**config.mk**
```make
export PLATFORM = sky130hd
export DESIGN_NAME = fifo_wr_arbiter
export DESIGN_NICKNAME = d
export VERILOG_FILES = /design/src/rtl/FIFO_pkg.sv /design/src/rtl/rr_pick.sv /design/src/rtl/fifo_wr_arbiter.sv
export SDC_FILE = /design/constraint.sdc
export NUM_CORES = 1
export LEC_CHECK = 0
export BUFFER_PORTS_ARGS = -buffer_cell sky130_fd_sc_hd__buf_2
export CAP_MARGIN = 30
export CORE_ASPECT_RATIO = 1.2
export CORE_MARGIN = 5
export CORE_UTILIZATION = 39
export CTS_BUF_LIST = sky130_fd_sc_hd__clkbuf_4
export DETAILED_ROUTE_END_ITERATION = 8
export PLACE_DENSITY = 0.82
export SYNTH_ARGS = -nofsm -noshare
export SYNTH_HDL_FRONTEND = slang
export SYNTH_SLANG_ARGS = --single-unit
```
**constraint.sdc**
```tcl
create_clock -name clk -period 3 [get_ports clk]
set_clock_uncertainty 0.2 [all_clocks]
set_input_delay 0.3 -clock clk [delete_from_list [all_inputs] [get_ports clk]]
set_output_delay 0.3 -clock clk [all_outputs]
set_load 0.02 [all_outputs]
```
**src/rtl/FIFO_pkg.sv**
```systemverilog
// Shared configuration for the FIFO write-port arbiter: data width,
// default requester count, default burst length and the requester-id type.
package FIFO_pkg;

  localparam int DATA_WIDTH = 8;
  localparam int NUM_REQ    = 4;
  localparam int BURST_LEN  = 4;
  localparam int REQ_ID_W   = $clog2(NUM_REQ);

  typedef logic [REQ_ID_W-1:0] req_id_t;

endpackage : FIFO_pkg

```
**src/rtl/rr_pick.sv**
```systemverilog
// Rotating-priority picker: finds the first asserted request at or above
// ptr, wrapping modulo N. Purely combinational.
module rr_pick #(
  parameter int N    = 4,
  parameter int ID_W = 2
) (
  input  logic [N-1:0]    req,
  input  logic [ID_W-1:0] ptr,
  output logic [N-1:0]    gnt,
  output logic [ID_W-1:0] id,
  output logic            valid
);

  // req rotated so that bit 0 is the requester at ptr
  logic [N-1:0]  rot_s;
  // ptr + offset before the modulo-N fold
  logic [ID_W:0] sum_s;

  // Rotate, take the lowest set bit, and map its offset back to an index
  always_comb begin
    rot_s = N'({req, req} >> ptr);
    sum_s = '0;
    id    = '0;
    valid = 1'b0;
    for (int k = 0; k < N; k++) begin
      if (!valid && rot_s[k]) begin
        valid = 1'b1;
        sum_s = {1'b0, ptr} + (ID_W+1)'(k);
        if (sum_s >= (ID_W+1)'(N)) begin
          id = ID_W'(sum_s - (ID_W+1)'(N));
        end else begin
          id = sum_s[ID_W-1:0];
        end
      end else begin
        // an earlier offset already won; keep it
        valid = valid;
      end
    end
    if (valid) begin
      gnt = N'(1) << id;
    end else begin
      gnt = '0;
    end
  end

endmodule : rr_pick

```
**src/rtl/fifo_wr_arbiter.sv**
```systemverilog
// Round-robin arbiter that shares one FIFO write port among NUM_REQ
// requesters with zero-cycle latency from request to FIFO write.
// Optional burst lock is compiled in with the macro ARB_BURST_EN: the
// arbiter then keeps granting the same requester for up to BURST_LEN
// consecutive grants and exposes arb_locked.
module fifo_wr_arbiter
  import FIFO_pkg::DATA_WIDTH;
#(
  parameter  int NUM_REQ   = FIFO_pkg::NUM_REQ,
  parameter  int BURST_LEN = FIFO_pkg::BURST_LEN,
  localparam int ID_W      = (NUM_REQ > 1) ? $clog2(NUM_REQ) : 1
) (
  input  logic                          clk,
  input  logic                          reset,
  input  logic [NUM_REQ-1:0]            req,
  input  logic [NUM_REQ*DATA_WIDTH-1:0] req_data,
  output logic [NUM_REQ-1:0]            gnt,
  output logic [ID_W-1:0]               gnt_id,
  input  logic                          full,
  output logic                          Wr_enable,
  output logic [DATA_WIDTH-1:0]         data_in
`ifdef ARB_BURST_EN
 ,output logic                          arb_locked
`endif
);

  if (NUM_REQ < 2) begin : g_num_req_check
    $error("fifo_wr_arbiter: NUM_REQ must be at least 2");
  end
  if (BURST_LEN < 1) begin : g_burst_len_check
    $error("fifo_wr_arbiter: BURST_LEN must be at least 1");
  end

  // Index after id, wrapping from NUM_REQ-1 to 0
  function automatic logic [ID_W-1:0] next_id(input logic [ID_W-1:0] cur);
    if (cur == ID_W'(NUM_REQ - 1)) begin
      return '0;
    end else begin
      return cur + 1'b1;
    end
  endfunction

  // Round-robin pointer: the requester searched first on the next pick
  logic [ID_W-1:0]    ptr_q, ptr_d;

  logic [NUM_REQ-1:0] pick_gnt_s;
  logic [ID_W-1:0]    pick_id_s;
  logic               pick_valid_s;

`ifdef ARB_BURST_EN
  localparam int CNT_W = $clog2(BURST_LEN + 1);

  // Lock state: locked requester and number of grants it has had so far.
  // ptr_q already points past the locked requester, so releasing the lock
  // needs no pointer update.
  logic             lock_q, lock_d;
  logic [ID_W-1:0]  lock_id_q, lock_id_d;
  logic [CNT_W-1:0] cnt_q, cnt_d;
`endif

  rr_pick #(
    .N    (NUM_REQ),
    .ID_W (ID_W)
  ) u_rr_pick (
    .req   (req),
    .ptr   (ptr_q),
    .gnt   (pick_gnt_s),
    .id    (pick_id_s),
    .valid (pick_valid_s)
  );

  // Grant selection and next-state; full or reset freezes all state
  always_comb begin
    gnt    = '0;
    gnt_id = '0;
    ptr_d  = ptr_q;
`ifdef ARB_BURST_EN
    lock_d    = lock_q;
    lock_id_d = lock_id_q;
    cnt_d     = cnt_q;
`endif
    if (reset && !full) begin
`ifdef ARB_BURST_EN
      if (lock_q && req[lock_id_q]) begin
        // continue the burst; release once BURST_LEN grants are issued
        gnt    = NUM_REQ'(1) << lock_id_q;
        gnt_id = lock_id_q;
        cnt_d  = cnt_q + 1'b1;
        if (cnt_d == CNT_W'(BURST_LEN)) begin
          lock_d = 1'b0;
        end else begin
          lock_d = 1'b1;
        end
      end else if (pick_valid_s) begin
        // fresh round-robin grant; a dropped lock is abandoned here too
        gnt       = pick_gnt_s;
        gnt_id    = pick_id_s;
        ptr_d     = next_id(pick_id_s);
        lock_d    = (BURST_LEN > 1) ? 1'b1 : 1'b0;
        lock_id_d = pick_id_s;
        cnt_d     = CNT_W'(1);
      end else begin
        lock_d = 1'b0;
        cnt_d  = '0;
      end
`else
      if (pick_valid_s) begin
        gnt    = pick_gnt_s;
        gnt_id = pick_id_s;
        ptr_d  = next_id(pick_id_s);
      end else begin
        ptr_d = ptr_q;
      end
`endif
    end else begin
      ptr_d = ptr_q;
    end
  end

  // FIFO write strobe and data mux driven straight from the grant
  always_comb begin
    Wr_enable = |gnt;
    if (Wr_enable) begin
      data_in = req_data[int'(gnt_id)*DATA_WIDTH +: DATA_WIDTH];
    end else begin
      data_in = '0;
    end
  end

  // State registers with synchronous active-low reset
  always_ff @(posedge clk) begin
    if (!reset) begin
      ptr_q <= '0;
`ifdef ARB_BURST_EN
      lock_q    <= 1'b0;
      lock_id_q <= '0;
      cnt_q     <= '0;
`endif
    end else begin
      ptr_q <= ptr_d;
`ifdef ARB_BURST_EN
      lock_q    <= lock_d;
      lock_id_q <= lock_id_d;
      cnt_q     <= cnt_d;
`endif
    end
  end

`ifdef ARB_BURST_EN
  assign arb_locked = lock_q & reset;
`endif

endmodule : fifo_wr_arbiter
```
Yosys cells after proc, flatten, opt, wreduce, memory -nomap -nowiden
Cells that the tools add are included.
{"block": "word_totals", "in_bits": 39, "word_cells": 45, "register_bits": 2}
{"block": "classes", "n_shift": 3, "magnitude_cmp": 4, "n_reduce_logical": 10, "n_addsub": 8, "n_mux": 18, "n_eq_ne": 1}
{"op": "$shiftx A32 B6 Y8", "n": 1}
{"op": "$mux W2", "n": 11}
{"op": "$ge A3 B3 Y1 const B", "n": 3}
{"op": "$mux W4", "n": 2}
{"op": "$mux W8", "n": 1}
{"op": "$shr A8 B2 Y4", "n": 1}
{"op": "$sub A2 B1 Y2 const B", "n": 4}
{"op": "$add A2 B2 Y3 const B", "n": 2}
{"op": "$logic_and A1 B1 Y1", "n": 4}
{"op": "$logic_not A1 Y1", "n": 4}
{"op": "$mux W1", "n": 4}
{"op": "$reduce_or A4 Y1", "n": 1}
{"op": "$shl A1 B2 Y4 const A", "n": 1}
{"op": "$add A2 B1 Y3 const B", "n": 1}
{"op": "$ge A2 B3 Y1 const B", "n": 1}
{"op": "$add A2 B1 Y2 const B", "n": 1}
{"op": "$eq A2 B2 Y1 const B", "n": 1}
{"op": "$reduce_and A2 Y1", "n": 1}

Longest topological paths before layout
{"block": "logic_depth", "ltp_word": 16, "ltp_mapped": 9}

By module
From an unflattened synthesis, not the netlist that was laid out.
{"block": "hier_totals", "hier_cells": 91, "area_unflattened_um2": 660.6}
{"module": "fifo_wr_arbiter", "instances": 1, "cells_each": 59, "area_each_um2": 478.0, "seq_area_each_um2": 40.0}
{"module": "rr_pick", "instances": 1, "cells_each": 32, "area_each_um2": 182.7, "seq_area_each_um2": 0.0}

Worst setup path before layout
OpenSTA, ideal clock, no wires.
{"block": "synth_path", "kind": "register -> output", "start": "register ptr_q[1]", "end": "output data_in[0]", "stages_incl_launch_ff": 10, "arrival_ps": 2037, "t_required_ps": 2500, "path_slack_ps": 463, "path_cell_list": "dfxtp_1 -> buf_6 -> nand2b_1 -> a21oi_1 -> nor3_1 -> buf_2 -> ha_1 -> o21a_1 -> a221oi_4 -> a221oi_2"}
{"block": "synth_via", "elab_chain_cells": 16, "word_cells_on_any_way": 38, "classes_between": "add/sub (7); order compare (4); shift (3); mux (17); reduce/logical (7)"}
{"item": "start: declaration", "line_no": "fifo_wr_arbiter.sv:44", "text": "logic [ID_W-1:0] ptr_q, ptr_d;"}
{"item": "start signal: assignment", "line_no": "fifo_wr_arbiter.sv:140", "text": "ptr_q <= ptr_d;"}
{"item": "branches (longest 15 deep; another with $add A2 B1 Y3)"}
{"item": "$mux W8 *", "line_no": "fifo_wr_arbiter.sv:123", "text": "if (Wr_enable) begin"}
{"item": "end: declaration", "line_no": "fifo_wr_arbiter.sv:21", "text": "output logic [DATA_WIDTH-1:0] data_in"}
Every way passes the cells marked *.

Worst setup path in the final report
{"block": "layout_path", "start": "register ptr_q[1]", "end": "output data_in[2]"}
Same word-level chain as after synthesis.

==> flow_summary.yaml <==
outcome:
  status: "complete, no violations"
yosys:
  avgSynthCellArea_sq_um: 8.58
  syn-num-nets: 113
  synth.distinct_cells: 24
  yosysSeqAreaShare_pct: 6.48
  netlist_instances: 72
  yosys_warnings: 0
  netlist_area_sq_um: 618
  synth_seq_cells: 2
timing:
  slew_violations: 0
  period_minus_slack_ns: 2.82
  tightest_slew_ns: 0.317
  timing_hold_violations_final: 0
  period_share_pct: 94.1
  setup_ws_ns: 0.178
  tns_ns: 0
  max_freq_mhz: 354
  final-setup-viol-count: 0
  rsz0062_at_grt: "no"
  slew_headroom_pct: 78.9
global_route:
  overflow: 0
  grt_max_degree: 18
  grt_pass1_wl_um: 2990
  grtUsageTotal_pct: 16.6
  antenna_found_initial: 0
  first_global_vias: 779
clocking:
  cts_tree: "built"
  clk_pin_slew_worst_paths_ns: 0.03
  htree_levels: 1
  numCtsBuffers: 3
  insertion_delay_ns: 0.23
  cts_sinks: 2
  ctsHoldBuffers: 0
  cts_root_buffer: "clkbuf_4"
  clk_path_buf_depth: 2
detailed_routing:
  first_iter_violations: 7
  drtPass1Iterations: 4
  drt-total-wl_um: 2040
  via_count: 785
  postRouteAntennaNets: 0
  drt-wirelength-per-cell_um: 13.7
  viasPerCell: 5.27
  drc: 0
die:
  io_pins: 54
  rows: 15
  fp.dieH_um: 53.6
  fp.dieW_um: 46.3
  coreArea_sq_mm: 0.00146
  dieArea_sq_mm: 0.00248
  initial_core_util_pct: 42.2
critical_path:
  cpMostUsedCell: "buf_4"
  worstPathArrival_ns: 2.32
  endpoint_kind: "output pin"
  crit_fanout: 7
  path_class: "reg2out"
  worstPathRequired_ns: 2.50
  worst_setup_path_start_kind: "register"
  critPathSlowestCell: "dfxtp_2"
  reg2reg_depth: 7
  cp_cell_sequence: "mux2i_1 -> nor2_1 -> nor3_1 -> buf_4 -> inv_2 -> ha_1 -> o21a_1 -> a221oi_4 -> buf_4 -> a221oi_2 -> buf_2"
  worstSetupStartpoint: "ptr_q[1]$_SDFFE_PN0P_"
  cp_slowest_stage_delay_ns: 0.40
  r2r_slack_ns: 1.12
  r2r_start: "ptr_q[1]$_SDFFE_PN0P_"
placement:
  port-buffer-count: 53
  hpwl_um: 1710
  gp_congestion: 0.813
  dpl_worst_slack_ns: 0.167
layout:
  reg_top3: "ptr_q (2)"
  final_util_pct: 65.6
  nets: 175
  final_common_cell: "buf_2"
  regMostFlops: "ptr_q"
  drive_gt1_share_pct: 62.1
  final_cell_mix: "buf_2, nand2_1, a21oi_1"
  largest_reg_flops: 2
  diodes: 0
  area_growth_pct: 55.3
power_and_ir_drop:
  power_uw: 312
  power_density_mw_per_mm2: 325
  ir_worst_vdd_mv: 0.162
  power.leakage_uw: 0.000497
flow_run:
  max_cap_violations: 0
min_path:
  hp-start: "reset"
  hold_path.class: "in2reg"
  holdPathStages: 3
-- worst max-delay path: cells and delay by family (launching register included) --
kind | cells | cell delay, ns
and+or+nand+nor | 2 | 0.26
AOI/OAI and AO/OA | 3 | 0.49
adders and majority gates | 1 | 0.17
buffers and inverters | 4 | 0.58
DFF | 1 | 0.40
muxes | 1 | 0.20
-- power breakdown --
part	total [uW]	leakage [uW]	switching (uW)	internal (uW)
clock network	60.9	0.0000138	16.7	44.2
logic	213	0.000466	118	94.9
registers	38.2	0.0000170	6.60	31.6
-- worst paths after layout --
check,to
hold / removal,ptr_q[1]$_SDFFE_PN0P_
setup reg to reg,ptr_q[0]$_SDFFE_PN0P_
setup / recovery,data_in[2]
hold reg to reg,ptr_q[1]$_SDFFE_PN0P_
-- routing by layer --
metal	GRT usage, %	part of all wire [%]	vias up
met4	14.2	3.8	0
met3	1.34	6.1	8
li1	-	-	398
met2	30.3	58	28
met5	0	0	-
met1	16.1	32	351
-- timing repair --
| item | in CTS | in global routing |
|---|---|---|
| hold endpoints to repair | 0 | 0 |
| buffers inserted | 2 | 2 |
| resized for setup | 0 | 2 |
| setup endpoints to repair | 9 | 9 |
-- kinds of logic (layout without fill, tap and decap cells) --
logic type                 count (synthesis)  count (layout)  synth area share [%]
AOI/OAI and AO/OA                         26              26                  44.9
and+or+nand+nor                           23              23                  19.4
muxes                                     10              10                  16.4
buffers and inverters                      9              69                  8.70
adders and majority gates                  2               2                  4.05
DFF                                        2               2                  6.48
-- cells in the mapped netlist --
| library cell | count | area, sq um |
|---|---|---|
| a21oi_1 | 11 | 55.1 |
| a221oi_2 | 8 | 120 |
| a221oi_4 | 1 | 26.3 |
| and2_1 | 3 | 18.8 |
| buf_2 | 2 | 10.0 |
| buf_6 | 2 | 22.5 |
| dfxtp_1 | 2 | 40.0 |
| ha_1 | 2 | 25.0 |
| inv_1 | 1 | 3.75 |
| inv_2 | 3 | 11.3 |
| inv_4 | 1 | 6.26 |
| mux2_2 | 1 | 11.3 |
| mux2i_1 | 9 | 90.1 |
| nand2_1 | 12 | 45.0 |
| nand2b_1 | 1 | 6.26 |
| nor2_1 | 4 | 15.0 |
| nor2b_1 | 1 | 6.26 |
| nor3_1 | 1 | 5.00 |
| nor4b_4 | 1 | 23.8 |
| o21a_1 | 2 | 15.0 |
| o21ai_1 | 1 | 5.00 |
| o221ai_4 | 1 | 26.3 |
| o22a_1 | 1 | 8.76 |
| o41a_4 | 1 | 21.3 |
-- stage by stage --
step | std cells | hold WS, ns | cell area [sq um]
after detailed placement | 142 | 0.374 | 902
final | 149 | 0.144 | 960
after floorplan | 72 | 0.239 | 618
after global routing | 149 | 0.158 | 960
after global placement | 142 | 0.352 | 902
after CTS | 147 | 0.151 | 940
-- final cells by class --
cell class	instances	area, sq um
Multi-Input combinational cell	61	524
Fill cell	131	504
Timing Repair Buffer	61	329
Inverter	5	21.3
Tap cell	17	21.3
Sequential cell	2	41.3
Clock buffer	3	22.5
Note: power is estimated with default switching activity, not from simulation.
